--- config.mk ---
export PLATFORM = sky130hd
export DESIGN_NAME = pipeline_arith_hs
export DESIGN_NICKNAME = d
export VERILOG_FILES = /design/src/rtl/pipeline_arith_hs.sv
export SDC_FILE = /design/constraint.sdc
export NUM_CORES = 1
export LEC_CHECK = 0
export BUFFER_PORTS_ARGS = -buffer_cell sky130_fd_sc_hd__buf_2
export CELL_PAD_IN_SITES_DETAIL_PLACEMENT = 1
export CELL_PAD_IN_SITES_GLOBAL_PLACEMENT = 1
export CORE_MARGIN = 2
export CORE_UTILIZATION = 44
export CTS_BUF_LIST = sky130_fd_sc_hd__clkbuf_8
export DETAILED_ROUTE_END_ITERATION = 10
export GPL_TIMING_DRIVEN = 0
export PLACE_DENSITY_LB_ADDON = 0.12
export SLEW_MARGIN = 25
export SYNTH_ARGS = -nofsm -noshare
export SYNTH_HDL_FRONTEND = slang
export SYNTH_SLANG_ARGS = --single-unit
export TNS_END_PERCENT = 10
--- constraint.sdc ---
create_clock -name clk -period 5.1 [get_ports clk]
set_input_delay 0.51 -clock clk [delete_from_list [all_inputs] [get_ports clk]]
set_output_delay 0.51 -clock clk [all_outputs]
set_load 0.01 [all_outputs]
--- src/rtl/pipeline_arith_hs.sv ---
// pipeline_arith_hs
// Three-stage pipelined datapath computing (a+b)*(c-d) per beat. It uses valid/ready flow
// control and has an optional running accumulator. The result is either saturated or
// wrapped to a signed OUT_W-bit output.
//
// Ports:
//   clk, rst             rising-edge clock, synchronous active-high reset
//   in_valid/in_ready    operand handshake; a, b, c, d are unsigned W-bit operands
//   acc_en, acc_start    per-beat accumulate control (acc_start restarts the accumulator)
//   out_valid/out_ready  result handshake
//   out, ovf             signed OUT_W-bit result and saturate/wrap flag
//
// Assumes OUT_W <= 2*W+11 (the accumulator width).
module pipeline_arith_hs #(
    parameter int unsigned W     = 8,
    parameter int unsigned OUT_W = 16,
    parameter bit          SAT   = 1'b1
) (
    input  logic                    clk,
    input  logic                    rst,
    input  logic                    in_valid,
    output logic                    in_ready,
    input  logic [W-1:0]            a,
    input  logic [W-1:0]            b,
    input  logic [W-1:0]            c,
    input  logic [W-1:0]            d,
    input  logic                    acc_en,
    input  logic                    acc_start,
    output logic                    out_valid,
    input  logic                    out_ready,
    output logic signed [OUT_W-1:0] out,
    output logic                    ovf
);

    localparam int unsigned PW = 2 * W + 3;   // exact product width
    localparam int unsigned AW = 2 * W + 11;  // accumulator width

    logic v1_q, v2_q, v3_q;
    logic adv1, adv2, adv3;

    // Each stage may load when empty or when the stage after it moves on in the same cycle.
    // This gives a combinational ready chain from out_ready, so there are no bubbles.
    assign adv3      = !v3_q || out_ready;
    assign adv2      = !v2_q || adv3;
    assign adv1      = !v1_q || adv2;
    assign in_ready  = adv1;
    assign out_valid = v3_q;

    // Stage 1: sum and difference
    logic [W:0]        sum_q;
    logic signed [W:0] diff_q;
    logic              en1_q, st1_q;

    always_ff @(posedge clk) begin
        if (rst) begin
            v1_q <= 1'b0;
        end else if (adv1) begin
            v1_q <= in_valid;
        end
    end

    always_ff @(posedge clk) begin
        if (adv1 && in_valid) begin
            sum_q  <= {1'b0, a} + {1'b0, b};
            diff_q <= {1'b0, c} - {1'b0, d};
            en1_q  <= acc_en;
            st1_q  <= acc_start;
        end
    end

    // Stage 2: exact signed product
    logic signed [PW-1:0] sum_x, diff_x, prod_d, prod_q;
    logic                 en2_q, st2_q;

    assign sum_x  = $signed({{(PW - W - 1){1'b0}}, sum_q});
    assign diff_x = $signed({{(PW - W - 1){diff_q[W]}}, diff_q});
    // Product of the operand magnitudes always fits PW bits, so truncation is exact.
    assign prod_d = sum_x * diff_x;

    always_ff @(posedge clk) begin
        if (rst) begin
            v2_q <= 1'b0;
        end else if (adv2) begin
            v2_q <= v1_q;
        end
    end

    always_ff @(posedge clk) begin
        if (adv2 && v1_q) begin
            prod_q <= prod_d;
            en2_q  <= en1_q;
            st2_q  <= st1_q;
        end
    end

    // Stage 3: accumulate, then saturate or wrap
    logic signed [AW-1:0]    prod_a, acc_q, acc_next, res;
    logic                    outside;
    logic signed [OUT_W-1:0] out_d;

    always_comb begin
        prod_a   = {{(AW - PW){prod_q[PW-1]}}, prod_q};
        acc_next = st2_q ? prod_a : acc_q + prod_a;
        res      = en2_q ? acc_next : prod_a;
        // Fits in OUT_W signed iff all bits from the OUT_W sign bit upward agree.
        outside  = !((&res[AW-1:OUT_W-1]) || !(|res[AW-1:OUT_W-1]));
        out_d    = res[OUT_W-1:0];
        if (SAT && outside) begin
            out_d = res[AW-1] ? {1'b1, {(OUT_W - 1){1'b0}}} : {1'b0, {(OUT_W - 1){1'b1}}};
        end
    end

    always_ff @(posedge clk) begin
        if (rst) begin
            v3_q  <= 1'b0;
            acc_q <= '0;
            out   <= '0;
            ovf   <= 1'b0;
        end else begin
            if (adv3) begin
                v3_q <= v2_q;
            end
            // Only a real beat entering S3 touches the accumulator and output registers.
            if (adv3 && v2_q) begin
                if (en2_q) begin
                    acc_q <= acc_next;
                end
                out <= out_d;
                ovf <= outside;
            end
        end
    end

endmodule

# == Word level (Yosys, flattened, before mapping) ==
# Index checks and enable logic that the tools add are counted.
# classes
addsub,3
n_mul,1
muxes,4
n_reduce_logical,15
# ops
cell,n
27-bit 2-to-1 mux,2
16-bit 2-to-1 mux,2
27-bit by 19-bit adder with 27-bit output,1
10-bit by 9-bit multiplier with 19-bit output,1
12-bit AND reduction,1
12-bit OR reduction,1
8-bit by 8-bit adder with 9-bit output,1
8-bit by 8-bit subtractor with 9-bit output,1
1-bit logical NOT,5
1-bit logical OR,4
1-bit logical AND,3
2-bit AND reduction,1
# totals
regBits,88
inputBits,38
out_inout_bits,19
elab_cells,36

# == Depth between registers and ports, before layout ==
# depth
ltp_word,7
ltp_mapped,22
ltp_nobuf,21

# == Least setup slack after synthesis ==
# No wires, ideal clock.
# synth_timing
path_kind,reg-to-reg
from,register diff_q[2]
to,"register prod_q[17], data pin"
setup_ps,266
arrival_time_ps,5070
required_ps,4834
slack_ps,-236
stages_incl_launch_ff,23
n_path_buf,1
synth_period_minus_slack_ps,5336
cell_sequence,edfxtp_1 clkbuf_1 nand2_1 fa_1 inv_1 fa_1 ha_1 inv_1 fa_1 inv_1 ha_1 ha_1 fa_1 a21o_1 a21oi_1 o21bai_1 a21oi_1 o21bai_1 a21oi_1 o21bai_1 a2111oi_0 nor3_1 xor2_1
# synth_via
elab_chain_len,1
# synth_lines
element,line_no,source
from (decl),51,logic signed [W:0] diff_q;
from (signal assigned),65,"diff_q <= {1'b0, c} - {1'b0, d};"
10-bit by 9-bit multiplier with 19-bit output,78,assign prod_d = sum_x * diff_x;
named net prod_d[17],72,"logic signed [PW-1:0] sum_x, diff_x, prod_d, prod_q;"
to (signal assigned),90,prod_q <= prod_d;
to (decl),72,
# The timed path passes the listed nets, and every way through them passes these cells.
# A chain may end at the register's enable or synchronous reset.

# == Final worst setup path ==
# layout_timing
from,register diff_q[5]
to,"register prod_q[17], data pin"
# The elaborated chain is that of the path after synthesis.

==> impl_metrics.ini <==
[logic_synthesis]
synth.avg_cell_area_um2 = 8.77
yosys-top-cells-area = edfxtp_1 14%, ha_1 14%, fa_1 12%, dfxtp_1 11%, a21oi_1 4.5%
netlist_instances = 982
ys_seq_elements = 88
synth_nets = 1170
synth_edf_count = 41
async_reset_ff_share_pct = 0
synth_top_area_share_pct = 14.3
ys_seq_area_share_pct = 25.2
synth_largest_area_cell = edfxtp_1
ys.flop_type = dfxtp_1
yosys_warnings = 0
synth_cell_type_count = 68
syn_area_um2 = 8610

[outcome]
status = complete, but fails checks
violations = negative setup slack

[route]
wl_per_cell_um = 18.2
drc = 0
wl_mm = 24.6
drtAntennaViolNets = 0
drt-initial-drc-count = 293
vias_per_cell = 5.55
drtPass1Iterations = 4
vias = 7527

[clock_tree]
holdBufCountCts = 0
cts_tree = yes
path_clk_slew_ps = 110
cts_buffer_depth = 2
clock_latency_ps = 400
clock_sinks = 88
cts-root-buf = clkbuf_8
cts_max_level = 3
cts_buffers = 9

[power_and_ir_drop]
p_leak_uw = 0.00450
ir_drop_mv = 0.406
power-per-cell-area_nw_per_um2 = 611
p_total_uw = 6100

[grt]
grt_pass1_wl_mm = 39.4
antenna_found_initial = 0
grt_max_degree = 22
grtUsageTotal_pct = 24.5
grt_pass1_vias = 7870
grt_overflow_total = 0

[critical_path]
cp_data_arrival_time_ps = 5290
r2r-start = diff_q[5]
cp-start-kind = flip-flop
ff2ff_path_depth = 17
startpoint = diff_q[5]
end_kind = flip-flop
worstSetupPathType = reg -> reg
crit_required_ps = 5260
crit_fanout = 4

[final_layout]
finalNetCount = 1275
antennaDiodeCount = 0
drive_gt1_share_pct = 15.2
area_delta_synth_final_pct = 15.9
post-route-cell-area_um2 = 9990

[floorplan]
dieArea_um2 = 20700
rows = 51
ioPinCount = 57
die_w_um = 144
dieHeight_um = 144
core-area_um2 = 19300
start_util_pct = 44.6

[place]
dp_slack_ps = -493
io_buffer_count = 55
placed_area_um2 = 9310
gp_congestion = 0.906
dp_hpwl_mm = 18.7

[sta]
timing.final.crit_share_pct = 101
setup_violations = 1
fin_skew_ps = 10.8
drv_slew = 0
rsz0062_at_grt = true
whs_ps = 285
relSlewSlack_pct = 41.1
fin_crit_ps = 5130
tightest_slew_ps = 875
fmax_mhz = 195
hold_viol = 0
timing.final.ws_setup_ps = -29.9

[flow_run]
max_cap_violations = 0

[min_path]
hold_start = acc_start
hold_path_depth = 1
hold_class = in -> reg
## Yosys cell counts (6+ instances only)
cell type and count:
a21oi_1 78, nor3_2 10, and3_1 6, nand2_1 81
a31oi_1 6, nor2_1 102, fa_1 53, nand3_1 10
o21bai_1 9, inv_1 80, a21o_1 20, dfxtp_1 47
o21ai_1 7, clkbuf_1 30, and2_1 48, edfxtp_1 41
nand4_1 11, buf_2 8, nand2b_1 7, a211oi_1 17
nor2b_1 13, o22ai_1 21, mux2i_1 10, ha_1 97
xor2_1 18, nor3_1 16, xnor2_1 29, o211ai_1 12
o21ai_0 30
## flip-flops by register name, indices dropped and copies added, names as in the netlist, 9 cells and up
register	count
sum_q	9
acc_q	27
prod_q	19
diff_q	9
out	16
## cells by family (layout without fill, tap and decap cells)
kind of cell / Yosys count / count (layout) / synth area share [%]
flip-flops: 88 / 88 / 25.2
AO/OA/AOI/OAI: 241 / 241 / 18.1
buffers and inverters: 125 / 235 / 5.82
multiplexers: 10 / 10 / 1.16
XOR/XNOR: 47 / 47 / 4.78
AND/OR/NAND/NOR: 321 / 321 / 18.5
adder cells (fa/ha/maj): 150 / 150 / 26.4
## placed cells by master (no fill, tap or decap), types with 12 or more instances in the layout
master,synthesis,layout
a211oi_1,17,17
ha_1,97,90
o21ai_0,30,30
and2_1,48,46
edfxtp_1,41,41
a21oi_1,78,71
xor2_1,18,18
o22ai_1,21,21
nor3_1,16,15
inv_1,80,80
clkbuf_1,30,27
nand2_1,81,79
buf_2,8,63
o211ai_1,12,12
nor2b_1,13,13
buf_4,0,34
dfxtp_1,47,47
fa_1,53,50
a21o_1,20,20
nor2_1,102,102
xnor2_1,29,29
## layer usage
metal  track usage, %  wire, um
met1             28.6     10400
met4             9.34       681
met5                0         0
met3             2.50       658
met2             45.8     12900
## where the power goes
part | internal (uW) | switching (uW)
Clock | 283 | 316
Sequential | 1030 | 107
Combinational | 2090 | 2270
Total | 3400 | 2700
## area by class of cell
class / instances / area (um2)
clock buffers: 9 / 124
multi-input cells: 769 / 6130
clock inverters: 7 / 104
flip-flops and latches: 88 / 2170
repair buffers: 94 / 601
well taps: 265 / 332
fillers: 2291 / 9350
inverters: 80 / 300
plain buffers: 45 / 224
## worst paths after layout
path | to | slack (ps)
worst min register to register | en2_q | 430
worst max register to register | prod_q[17] | -30
worst min-delay path | st1_q | 290
worst max-delay path | prod_q[17] | -30
## repair_timing
action | CTS | global route
setup endpoints to repair | 5 | 5
pin swaps | 22 | 22
gates resized for setup | 21 | 14
buffers inserted | 30 | 7
## per-stage QoR
step	util (%)	cells	TNS [ps]
after floorplan	-	982	0
after global placement	47.8	1302	-790
after detailed placement	48.2	1304	-1110
after CTS	51.0	1350	-284
after global routing	51.6	1357	-452
final	51.6	1357	-29.9
## critical path, cell delays in order, from the launching register on
cell and delay, ps:
edfxtp_1 500, buf_6 170, and2_1 170, fa_2 390, fa_1 500, fa_1 510
fa_1 510, fa_1 560, ha_4 230, a21oi_4 140, o21bai_1 100, a21oi_2 150
o21bai_1 90, a21oi_2 160, o21bai_1 110, a2111oi_2 350, nor3_2 100, xor2_1 150
Note: power is estimated with default switching activity, not from simulation.
